<file path="config.mk">
export PLATFORM = sky130hd
export DESIGN_NAME = mano_ctrl_seq
export DESIGN_NICKNAME = d
export VERILOG_FILES = /design/src/rtl/mano_pkg.sv /design/src/rtl/mano_mem_if.sv /design/src/rtl/mano_ctrl_seq.sv
export SDC_FILE = /design/constraint.sdc
export NUM_CORES = 1
export LEC_CHECK = 0
export CAP_MARGIN = 10
export CORE_MARGIN = 1
export CORE_UTILIZATION = 56
export CTS_BUF_LIST = sky130_fd_sc_hd__clkbuf_2 sky130_fd_sc_hd__clkbuf_4 sky130_fd_sc_hd__clkbuf_8
export DETAILED_ROUTE_END_ITERATION = 12
export HOLD_SLACK_MARGIN = 0.06
export MAX_ROUTING_LAYER = met4
export PLACE_DENSITY = 0.82
export SLEW_MARGIN = 0
export SYNTH_ARGS = -nofsm -noshare
export SYNTH_HDL_FRONTEND = slang
export SYNTH_HIERARCHICAL = 1
export SYNTH_SLANG_ARGS = --single-unit
</file>
<file path="constraint.sdc">
create_clock -name clk -period 4.6 [get_ports clk]
set_clock_uncertainty 0.2 [all_clocks]
set_input_delay 0.46 -clock clk [delete_from_list [all_inputs] [get_ports clk]]
set_output_delay 0.46 -clock clk [all_outputs]
set_load 0.01 [all_outputs]
</file>
<file path="src/rtl/mano_pkg.sv">
// rtl/mano_pkg.sv - shared ALU codes, opcodes, sequencer states and register-reference decode helpers
package mano_pkg;

  localparam logic [3:0] ALU_AND  = 4'b0000;
  localparam logic [3:0] ALU_ADD  = 4'b0001;
  localparam logic [3:0] ALU_LDA  = 4'b0010;
  localparam logic [3:0] ALU_CMA  = 4'b0011;
  localparam logic [3:0] ALU_CIR  = 4'b0100;
  localparam logic [3:0] ALU_CIL  = 4'b0101;
  localparam logic [3:0] ALU_CLA  = 4'b0110;
  localparam logic [3:0] ALU_INC  = 4'b0111;
  localparam logic [3:0] ALU_CLE  = 4'b1000;
  localparam logic [3:0] ALU_CME  = 4'b1001;
  localparam logic [3:0] ALU_SPA  = 4'b1010;
  localparam logic [3:0] ALU_SNA  = 4'b1011;
  localparam logic [3:0] ALU_SZA  = 4'b1100;
  localparam logic [3:0] ALU_SZE  = 4'b1101;
  localparam logic [3:0] ALU_IDLE = 4'b1110;

  localparam logic [2:0] OP_AND = 3'd0;
  localparam logic [2:0] OP_ADD = 3'd1;
  localparam logic [2:0] OP_LDA = 3'd2;
  localparam logic [2:0] OP_STA = 3'd3;
  localparam logic [2:0] OP_BUN = 3'd4;
  localparam logic [2:0] OP_BSA = 3'd5;
  localparam logic [2:0] OP_ISZ = 3'd6;
  localparam logic [2:0] OP_IO  = 3'd7;

  localparam int RB_CLA = 11;
  localparam int RB_CLE = 10;
  localparam int RB_CMA = 9;
  localparam int RB_CME = 8;
  localparam int RB_CIR = 7;
  localparam int RB_CIL = 6;
  localparam int RB_INC = 5;
  localparam int RB_SPA = 4;
  localparam int RB_SNA = 3;
  localparam int RB_SZA = 2;
  localparam int RB_SZE = 1;
  localparam int RB_HLT = 0;

  typedef enum logic [2:0] {FETCH, DECODE, INDIRECT, OPER, EXEC, REGOP, HALT} state_e;

  // Highest set register-reference bit among 11..1; 0 when none remain.
  function automatic logic [3:0] msb_idx(input logic [11:1] v);
    msb_idx = 4'd0;
    for (int i = 1; i < 12; i++) begin
      if (v[i]) msb_idx = 4'(i);
    end
  endfunction

  function automatic logic [3:0] reg_code(input logic [3:0] idx);
    case (int'(idx))
      RB_CLA:  reg_code = ALU_CLA;
      RB_CLE:  reg_code = ALU_CLE;
      RB_CMA:  reg_code = ALU_CMA;
      RB_CME:  reg_code = ALU_CME;
      RB_CIR:  reg_code = ALU_CIR;
      RB_CIL:  reg_code = ALU_CIL;
      RB_INC:  reg_code = ALU_INC;
      RB_SPA:  reg_code = ALU_SPA;
      RB_SNA:  reg_code = ALU_SNA;
      RB_SZA:  reg_code = ALU_SZA;
      RB_SZE:  reg_code = ALU_SZE;
      default: reg_code = ALU_IDLE;
    endcase
  endfunction

endpackage

</file>
<file path="src/rtl/mano_mem_if.sv">
// rtl/mano_mem_if.sv - req/ack handshake holder: issues one transaction, holds it until ack, pulses done
module mano_mem_if #(
  parameter int AW = 12
) (
  input  logic          clk_i,
  input  logic          rst_ni,
  input  logic          start_i,
  input  logic          we_i,
  input  logic [AW-1:0] addr_i,
  input  logic [15:0]   wdata_i,
  output logic          done_o,
  output logic [15:0]   rdata_o,
  output logic          mem_req_o,
  output logic          mem_we_o,
  output logic [AW-1:0] mem_addr_o,
  output logic [15:0]   mem_wdata_o,
  input  logic [15:0]   mem_rdata_i,
  input  logic          mem_ack_i
);

  logic          req_q, req_d, we_q, we_d;
  logic [AW-1:0] addr_q, addr_d;
  logic [15:0]   wdata_q, wdata_d;

  // Start is ignored while a request is open, so the ack edge always leaves one idle cycle.
  always_comb begin
    req_d   = req_q;
    we_d    = we_q;
    addr_d  = addr_q;
    wdata_d = wdata_q;
    if (req_q) begin
      if (mem_ack_i) req_d = 1'b0;
    end else if (start_i) begin
      req_d   = 1'b1;
      we_d    = we_i;
      addr_d  = addr_i;
      wdata_d = wdata_i;
    end
  end

  always_ff @(posedge clk_i or negedge rst_ni) begin
    if (!rst_ni) begin
      req_q   <= 1'b0;
      we_q    <= 1'b0;
      addr_q  <= '0;
      wdata_q <= '0;
    end else begin
      req_q   <= req_d;
      we_q    <= we_d;
      addr_q  <= addr_d;
      wdata_q <= wdata_d;
    end
  end

  assign done_o      = req_q & mem_ack_i;
  assign rdata_o     = mem_rdata_i;
  assign mem_req_o   = req_q;
  assign mem_we_o    = we_q;
  assign mem_addr_o  = addr_q;
  assign mem_wdata_o = wdata_q;

endmodule

</file>
<file path="src/rtl/mano_ctrl_seq.sv">
// rtl/mano_ctrl_seq.sv - Mano basic-computer sequencer feeding the 16-bit ALU; optional MANO_CTRL_SEQ_STEP_EN single-step gate
module mano_ctrl_seq
  import mano_pkg::*;
#(
  parameter int            AW     = 12,
  parameter logic [AW-1:0] RST_PC = '0
) (
  input  logic          clk,
  input  logic          rst_n,
`ifdef MANO_CTRL_SEQ_STEP_EN
  input  logic          step,
`endif
  output logic          mem_req,
  output logic          mem_we,
  output logic [AW-1:0] mem_addr,
  output logic [15:0]   mem_wdata,
  input  logic [15:0]   mem_rdata,
  input  logic          mem_ack,
  output logic [3:0]    alu_code,
  output logic [15:0]   alu_ac,
  output logic [15:0]   alu_dr,
  output logic          alu_ei,
  input  logic [15:0]   alu_data,
  input  logic          alu_eo,
  input  logic          alu_inc,
  output logic          halt
);

  state_e        state_q, state_d;
  logic [AW-1:0] pc_q, pc_d, ar_q, ar_d;
  logic [15:0]   ir_q, ir_d, ac_q, ac_d, dr_q, dr_d;
  logic          e_q, e_d, phase_q, phase_d, skip_q, skip_d;
  logic [11:0]   rem_q, rem_d;
  logic          mem_start, mem_wr, mem_done, fetch_ok, skip_now;
  logic [AW-1:0] mem_a;
  logic [15:0]   mem_wd, mem_rd;
  logic [3:0]    bit_idx;
  logic [2:0]    op;

  assign op      = ir_q[14:12];
  assign bit_idx = msb_idx(rem_q[11:1]);
  assign alu_ac  = ac_q;
  assign alu_dr  = dr_q;
  assign alu_ei  = e_q;
  assign halt    = (state_q == HALT);

`ifdef MANO_CTRL_SEQ_STEP_EN
  logic step_prev_q, step_pend_q, step_pend_d;
  // One pending step at most; it is consumed when FETCH actually opens its request.
  assign step_pend_d = (step & ~step_prev_q) |
                       (step_pend_q & ~(state_q == FETCH && !mem_req));
  assign fetch_ok    = step_pend_q;
  always_ff @(posedge clk or negedge rst_n) begin
    if (!rst_n) begin
      step_prev_q <= 1'b0;
      step_pend_q <= 1'b0;
    end else begin
      step_prev_q <= step;
      step_pend_q <= step_pend_d;
    end
  end
`else
  assign fetch_ok = 1'b1;
`endif

  mano_mem_if #(.AW(AW)) u_mem_if (
    .clk_i(clk), .rst_ni(rst_n), .start_i(mem_start), .we_i(mem_wr),
    .addr_i(mem_a), .wdata_i(mem_wd), .done_o(mem_done), .rdata_o(mem_rd),
    .mem_req_o(mem_req), .mem_we_o(mem_we), .mem_addr_o(mem_addr),
    .mem_wdata_o(mem_wdata), .mem_rdata_i(mem_rdata), .mem_ack_i(mem_ack)
  );

  always_comb begin
    state_d = state_q; pc_d = pc_q; ar_d = ar_q; ir_d = ir_q;
    ac_d = ac_q; dr_d = dr_q; e_d = e_q;
    phase_d = phase_q; skip_d = skip_q; rem_d = rem_q;
    mem_start = 1'b0; mem_wr = 1'b0; mem_a = ar_q; mem_wd = ac_q;
    alu_code = ALU_IDLE; skip_now = 1'b0;
    unique case (state_q)
      FETCH: begin
        mem_start = fetch_ok;
        mem_a     = pc_q;
        if (mem_done) begin
          ir_d = mem_rd; ar_d = mem_rd[AW-1:0]; pc_d = pc_q + AW'(1); state_d = DECODE;
        end
      end
      DECODE: begin
        rem_d = ir_q[11:0]; skip_d = 1'b0; phase_d = 1'b0;
        if (op == OP_IO) state_d = ir_q[15] ? FETCH : REGOP;
        else             state_d = ir_q[15] ? INDIRECT : OPER;
      end
      INDIRECT: begin
        mem_start = 1'b1;
        if (mem_done) begin
          ar_d = mem_rd[AW-1:0]; state_d = OPER;
        end
      end
      OPER: begin
        case (op)
          OP_AND, OP_ADD, OP_LDA: begin
            mem_start = 1'b1;
            if (mem_done) begin
              dr_d = mem_rd; state_d = EXEC;
            end
          end
          OP_STA: begin
            mem_start = 1'b1; mem_wr = 1'b1;
            if (mem_done) state_d = FETCH;
          end
          OP_BUN: begin
            pc_d = ar_q; state_d = FETCH;
          end
          OP_BSA: begin
            mem_start = 1'b1; mem_wr = 1'b1; mem_wd = 16'(pc_q);
            if (mem_done) begin
              pc_d = ar_q + AW'(1); state_d = FETCH;
            end
          end
          OP_ISZ: begin
            // Phase 0 reads and increments into DR, phase 1 writes DR back.
            mem_start = 1'b1; mem_wr = phase_q; mem_wd = dr_q;
            if (mem_done && !phase_q) begin
              dr_d = mem_rd + 16'd1; phase_d = 1'b1;
            end else if (mem_done) begin
              if (dr_q == 16'd0) pc_d = pc_q + AW'(1);
              phase_d = 1'b0; state_d = FETCH;
            end
          end
          default: state_d = FETCH;
        endcase
      end
      EXEC: begin
        alu_code = {1'b0, op};
        ac_d     = alu_data;
        if (op == OP_ADD) e_d = alu_eo;
        state_d  = FETCH;
      end
      REGOP: begin
        if (rem_q[11:1] != 11'd0) begin
          alu_code = reg_code(bit_idx);
          rem_d    = rem_q & ~(12'd1 << bit_idx);
          if (alu_code inside {ALU_CMA, ALU_CIR, ALU_CIL, ALU_CLA, ALU_INC}) ac_d = alu_data;
          if (alu_code inside {ALU_CIR, ALU_CIL, ALU_CLE, ALU_CME}) e_d = alu_eo;
          skip_now = alu_inc && (alu_code inside {ALU_SPA, ALU_SNA, ALU_SZA, ALU_SZE});
        end
        skip_d = skip_q | skip_now;
        // Scan ends in the cycle that retires the last set bit (or the lone NOP/HLT cycle).
        if (rem_d[11:1] == 11'd0) begin
          if (skip_d) pc_d = pc_q + AW'(1);
          state_d = rem_q[0] ? HALT : FETCH;
        end
      end
      HALT: state_d = HALT;
      default: state_d = FETCH;
    endcase
  end

  always_ff @(posedge clk or negedge rst_n) begin
    if (!rst_n) begin
      state_q <= FETCH; pc_q <= RST_PC; ar_q <= '0; ir_q <= '0;
      ac_q <= '0; dr_q <= '0; e_q <= 1'b0;
      phase_q <= 1'b0; skip_q <= 1'b0; rem_q <= '0;
    end else begin
      state_q <= state_d; pc_q <= pc_d; ar_q <= ar_d; ir_q <= ir_d;
      ac_q <= ac_d; dr_q <= dr_d; e_q <= e_d;
      phase_q <= phase_d; skip_q <= skip_d; rem_q <= rem_d;
    end
  end

endmodule
</file>
# Yosys cells after proc, flatten, opt, wreduce, memory -nomap -nowiden

Memory sizes are Yosys's and may differ from the RTL's.
Cells that the tools add are included.
Widths: inputs -> output; s select.

Multiplexer cells: 66
Bitwise logic cells: 5
Add/subtract/negate cells: 3
Reduce and logical (&&, ||, !) cells: 30
Shifts and indexed selects: 1
Equal/unequal tests: 42

Operator list:

| kind                  | count |
|---|---|
| $mux 12               | 10 |
| $pmux 16 s2           | 3 |
| $mux 16               | 5 |
| $pmux 12 s3           | 2 |
| $mux 4                | 12 |
| $mux 3                | 9 |
| $add 12x1->12 const B | 2 |
| $eq 4x4->1 const B    | 6 |
| $pmux 12 s2           | 1 |
| $ne 2x2->1 const B    | 11 |
| $eq 3x3->1 const B    | 7 |
| $ne 3x3->1 const B    | 6 |
| $pmux 3 s6            | 1 |
| $add 16x1->16 const B | 1 |
| $eq 4x3->1 const B    | 4 |
| $logic_not 16->1      | 1 |
| $mux 1                | 15 |
| $and 12x12->12        | 1 |
| $eq 3x2->1 const B    | 4 |
| $not 12->12           | 1 |
| $shl 1x4->12 const A  | 1 |
| $logic_not 11->1      | 1 |
| $reduce_bool 11->1    | 1 |
| $pmux 1 s2            | 5 |
| other kinds (24)      | 37 |

Memories kept: 1
Logic and storage cells: 163
Register bits after elaboration: 120
Bits in read-only memories: 64
Bits of input ports: 37

Memory list:

| memory           | words | bits a word | rd ports | clocked after memory_dff | write ports | RTL line       | RTL |
|---|---|---|---|---|---|---|---|
| (name not given) | 16    | 4           | 1        | 0                        | 0           | mano_pkg.sv:53 | `case (int'(idx))` |

# Depth between registers and ports, before layout

An unclocked memory read counts as a cell.

Word-level depth: 23
Mapped depth: 16
Depth with buffers taken out: 15

# By module

The synthesis kept the hierarchy.

Modules (own cells, without submodules):

| module        | instances | cells an instance | area an instance (µm²) |
|---|---|---|---|
| mano_ctrl_seq | 1         | 616               | 5527.8 |
| mano_mem_if   | 1         | 82                | 1298.7 |

# Worst setup path before layout

OpenSTA, ideal clock, no wires.

Kind: flip-flop to flip-flop
Start point: reg rem_q[5]
End point: reg pc_q[3]
Setup slack: 1.244 ns
Buffers on the path: 1
Setup time: 0.125 ns
Cell stages (with the launch flop): 13
Data required time: 4.275 ns
Arrival: 3.031 ns
Cells stage by stage: dfrtp_1 inv_1 a221o_1 a21o_1 ha_1 or3_1 a21oi_1 o21bai_1 nor2b_1 mux2_4 o21bai_4 buf_2 mux2_2

Cells in the longest elaborated chain, start to end: 18
Elaborated cells between the ends (all ways): 29

Ends and longest elaborated chain:

| what                           | RTL line             | RTL |
|---|---|---|
| start: declaration             | mano_ctrl_seq.sv:33  | `logic [11:0] rem_q, rem_d;` |
| start signal: assignment       | mano_ctrl_seq.sv:166 | `phase_q <= phase_d; skip_q <= skip_d; rem_q <= rem_d;` |
| $mux 4 (7 in series)           | mano_pkg.sv:48       | `if (v[i]) msb_idx = 4'(i);` |
| $mem_v2 16x4                   | --                   |  |
| $mux 4                         | mano_ctrl_seq.sv:139 | `if (rem_q[11:1] != 11'd0) begin` |
| $mux 4                         | mano_ctrl_seq.sv:79  | `unique case (state_q)` |
| $eq 4x4->1                     | mano_ctrl_seq.sv:144 | `skip_now = alu_inc && (alu_code inside {ALU_SPA, ALU_SNA, ALU_SZA, ALU_SZE});` |
| $reduce_bool 4->1              | mano_ctrl_seq.sv:144 |  |
| $logic_and 1x1->1              | mano_ctrl_seq.sv:144 |  |
| $mux 1                         | mano_ctrl_seq.sv:139 |  |
| $mux 1                         | mano_ctrl_seq.sv:79  |  |
| $or 1x1->1                     | mano_ctrl_seq.sv:146 | `skip_d = skip_q \| skip_now;` |
| $ne 2x2->1 (no line)           | --                   |  |
| $reduce_and 9->1 (no line) (*) | --                   |  |
| end signal: assignment         | mano_ctrl_seq.sv:164 | `state_q <= state_d; pc_q <= pc_d; ar_q <= ar_d; ir_q <= ir_d;` |
| end: declaration               | mano_ctrl_seq.sv:30  | `logic [AW-1:0] pc_q, pc_d, ar_q, ar_d;` |

Mark *: on every way between the ends. The rest lies on a longest branch, timed or not. The select of a mux whose other input is x is not followed.
A chain may end at the register's enable or synchronous reset.

# Worst setup path after layout

Start point: reg rem_q[5]
End point: out alu_code[1]

Cells in the longest elaborated chain, start to end: 12
Elaborated cells between the ends (all ways): 13

Ends and longest elaborated chain:

| what                 | RTL line             | RTL |
|---|---|---|
| $mux 4 (7 in series) | mano_pkg.sv:48       |  |
| $mem_v2 16x4         | --                   |  |
| $mux 4               | mano_ctrl_seq.sv:139 |  |
| $mux 4               | mano_ctrl_seq.sv:79  |  |
| $mux 4 (*)           | mano_ctrl_seq.sv:139 |  |
| $pmux 4 s2 (*)       | mano_ctrl_seq.sv:79  |  |
| end: declaration     | mano_ctrl_seq.sv:19  | `output logic [3:0] alu_code,` |

Marked as above.

==> flow_summary.ini <==
[status]
outcome = finished clean

[place]
routabilityCongestion = 0.8957
place_hpwl_mm = 13.17
port_buffers = 104

[grt]
grt_max_degree = 62
grt_pass1_vias = 5848
overflow = 0
grt_pass1_wl_mm = 30.20
antenna_found_initial = 0
grt_usage_pct = 32.13

[logic_synthesis]
synth_mux_area_share_pct = 15.41
ys_async_sr_fraction_pct = 100.0
synth_edf_count = 0
synth_area_per_cell_um2 = 9.780
ys_types = 59
syn_area_um2 = 6827
synth_nets = 741
synthAdderAreaFrac_pct = 1.100
yosys.area_share.simple_pct = 16.53
ys.warnings.count = 6
ys_seq_area_share_pct = 43.99
postSynthCellCount = 698
ys_ff_latch = 120
synth-compound-area-share_pct = 15.32
synth_top_family_by_area = simple AND/OR/NAND/NOR gates
synth_xor_area_share_pct = 2.438
yosys_most_used_dff = dfrtp_1

[cells_and_area]
seqCellArea_um2 = 3003
mostFrequentLayoutCell = dfrtp_1
most-common-layout-cells = 120 x dfrtp_1, 103 x clkdlybuf4s50_1, 77 x nand2_1, 77 x mux2_2, 63 x nor2_1
drive_gt1_share_pct = 18.35
multi_input_area_um2 = 3471
num-nets-final = 820
post-route-util_pct = 71.28
n_fill_cell = 854
area_growth_pct = 21.77
num_antenna_cells = 0

[worst_hold_path]
min_path_cells = 2
holdCritStartpoint = ir_q[0]$_DFFE_PN0P_
hold_path_class = flop to flop
hold_end = rem_q[0]$_DFFE_PN0P_

[critical_path]
critPathTopFamily = compound AO/OA/AOI/OAI gates
worst_ep_required_time_ns = 3.94
rr_worst_depth = 11
timing.rr.start = rem_q[5]$_DFFE_PN0P_
path_cells = inv_1 > a221o_1 > a21o_1 > ha_1 > or3_1 > a21oi_1 > o21bai_1 > o22ai_1 > nand2_1 > clkdlybuf4s50_1
setup.worst_path.end_class = output pin
reg2reg_slack_ns = 0.80
timing.rr.end = pc_q[3]$_DFFE_PN0P_
critPathBufInv = 2
critPathMaxStageDelay_ns = 0.48
start_kind = flop
setup.worst_path.class = flop to output pin
cp_max_fo = 6
slowest_stage = dfrtp_1
crit_arrival_ns = 3.32

[sta]
hold_viol = 0
relSlewSlack_pct = 31.54
fin_setup_tns_ns = 0
fmax_mhz = 251.1
tightestPinTransition_ns = 1.027
timing.hold.ws_ns = 0.2760
setup_viol = 0
min_period_ns = 3.982
rsz0062_at_grt = false
slew_viol_final = 0
fin_crit_sh_pct = 86.58

[clock_network]
clkTransAtPathRegs_ns = 0.07
cts_tree = built
clockBufferDepth = 2
htreeDepth = 4
cts_buffers = 17
clk_latency_ns = 0.44
cts_resized = 0
cts_root_buf = clkbuf_8
cts_sinks = 120

[floorplanning]
die_h_um = 112.4
die_x_um = 112.4
coreArea_um2 = 11660
initial_core_util_pct = 58.53
dieArea_um2 = 12640
io_pins = 105
rows = 39

[detailed_routing]
postRouteAntennaNets = 0
vias_per_cell = 6.258
first_pass_iters = 5
drt-wirelength-per-cell_um = 19.77
totalWireLength_mm = 18.45
drtIter0Drc = 417
vias = 5839
drcViolationCount = 0

[power_and_ir_drop]
ir_drop_mv = 0.4240
power_density_nw_per_um2 = 801.8
p_leak_nw = 3.444

[run]
maxCapViolations = 0
==> cell type report <==
class | instances | share of cell area [%]
flip-flops and latches | 120 | 36.12
repair buffers | 114 | 13.43
well taps | 143 | 2.152
multi-input cells | 510 | 41.75
inverters | 14 | 0.6321
clock inverters | 7 | 1.927
clock buffers | 25 | 3.989
==> metal layers <==
| layer | share of wire, % | vias up | GRT usage (%) |
|---|---|---|---|
| met2 | 48 | 285 | 49.23 |
| met1 | 43 | 2878 | 41.27 |
| li1 | - | 2636 | - |
| met5 | 0 | - | - |
| met3 | 7.4 | 40 | 7.559 |
| met4 | 2.1 | 0 | 13.07 |
==> per-stage QoR <==
stage | std cells | worst slack (ns) | cell area, µm² | total power (W)
floorplan | 698 | 1.244 | 6827 | 0.004264
detailed placement | 900 | 0.8329 | 7811 | 0.005466
global placement | 900 | 0.9173 | 7811 | 0.005361
finish | 933 | 0.6175 | 8313 | 0.006665
global route | 933 | 0.4189 | 8313 | 0.007091
CTS | 933 | 0.6079 | 8313 | 0.006642
==> cell usage after synthesis (3+ instances only) <==
cell | instances | area [µm²]
buf_2 | 4 | 20.02
o31ai_1 | 3 | 22.52
nor3_1 | 11 | 55.05
a22oi_1 | 15 | 112.6
nor2_1 | 64 | 240.2
nand4_1 | 9 | 56.30
nand2_1 | 77 | 289.0
a311oi_1 | 4 | 35.03
mux2_2 | 77 | 867.1
a21oi_1 | 43 | 215.2
a22o_1 | 10 | 87.58
o21ai_0 | 50 | 250.2
o22ai_1 | 4 | 25.02
dfrtp_1 | 120 | 3003
xor2_1 | 10 | 87.58
nand3_1 | 28 | 140.1
nor4_1 | 3 | 18.77
ha_1 | 6 | 75.07
o21bai_1 | 3 | 22.52
or2_2 | 3 | 18.77
xnor2_1 | 9 | 78.83
and3_1 | 6 | 37.54
or3_1 | 3 | 18.77
a31oi_1 | 5 | 31.28
mux2_4 | 11 | 165.2
and2_1 | 6 | 37.54
nor2b_1 | 5 | 31.28
clkbuf_1 | 30 | 112.6
nand2b_1 | 8 | 50.05
inv_1 | 14 | 52.55
a21o_1 | 4 | 30.03
buf_4 | 17 | 127.6
==> logic make-up after synthesis <==
family	after synthesis
simple gates	234
buf+inv	68
compound gates	161
fa+ha+maj	6
mux	90
flops	120
xor+xnor	19
==> flip-flops by register name, summed over array words and instances (netlist names) <==
register and count:
alu_ei 1, u_mem_if/mem_wdata_o 16, alu_ac 16, state_q 3, rem_q 12, alu_dr 16, ar_q 12, u_mem_if/mem_addr_o 12
skip_q 1, phase_q 1, u_mem_if/mem_req_o 1, u_mem_if/mem_we_o 1, pc_q 12, ir_q 16
==> tightest hold or removal path, stage by stage (launching register included) <==
cell and delay, ns:
dfrtp_1 0.35, nand2_1 0.05, nand2_1 0.05
==> how the worst max path moves through the flow <==
stage / start / slack [ns] / cells after the start / end
after floorplan: rem_q[5]$_DFFE_PN0P_ / 1.24 / 12 / pc_q[3]$_DFFE_PN0P_
after global placement: rem_q[5]$_DFFE_PN0P_ / 0.92 / 11 / pc_q[3]$_DFFE_PN0P_
after detailed placement: mem_ack / 0.83 / 10 / pc_q[2]$_DFFE_PN0P_
after CTS: rem_q[5]$_DFFE_PN0P_ / 0.61 / 10 / alu_code[1]
after global routing: rem_q[5]$_DFFE_PN0P_ / 0.42 / 10 / alu_code[1]
final: rem_q[5]$_DFFE_PN0P_ / 0.62 / 10 / alu_code[1]
==> power breakdown <==
part | internal, W | total [W] | switching [W]
clock network | 0.000743 | 0.00116 | 0.000417
registers | 0.00159 | 0.00226 | 0.000671
logic | 0.00169 | 0.00325 | 0.00156
==> timing repair <==
item,4_1_cts,5_1_grt
hold endpoints to repair,59,0
hold buffers,1,0
setup buffers,0,0
Power figures use the tool's default switching activity.
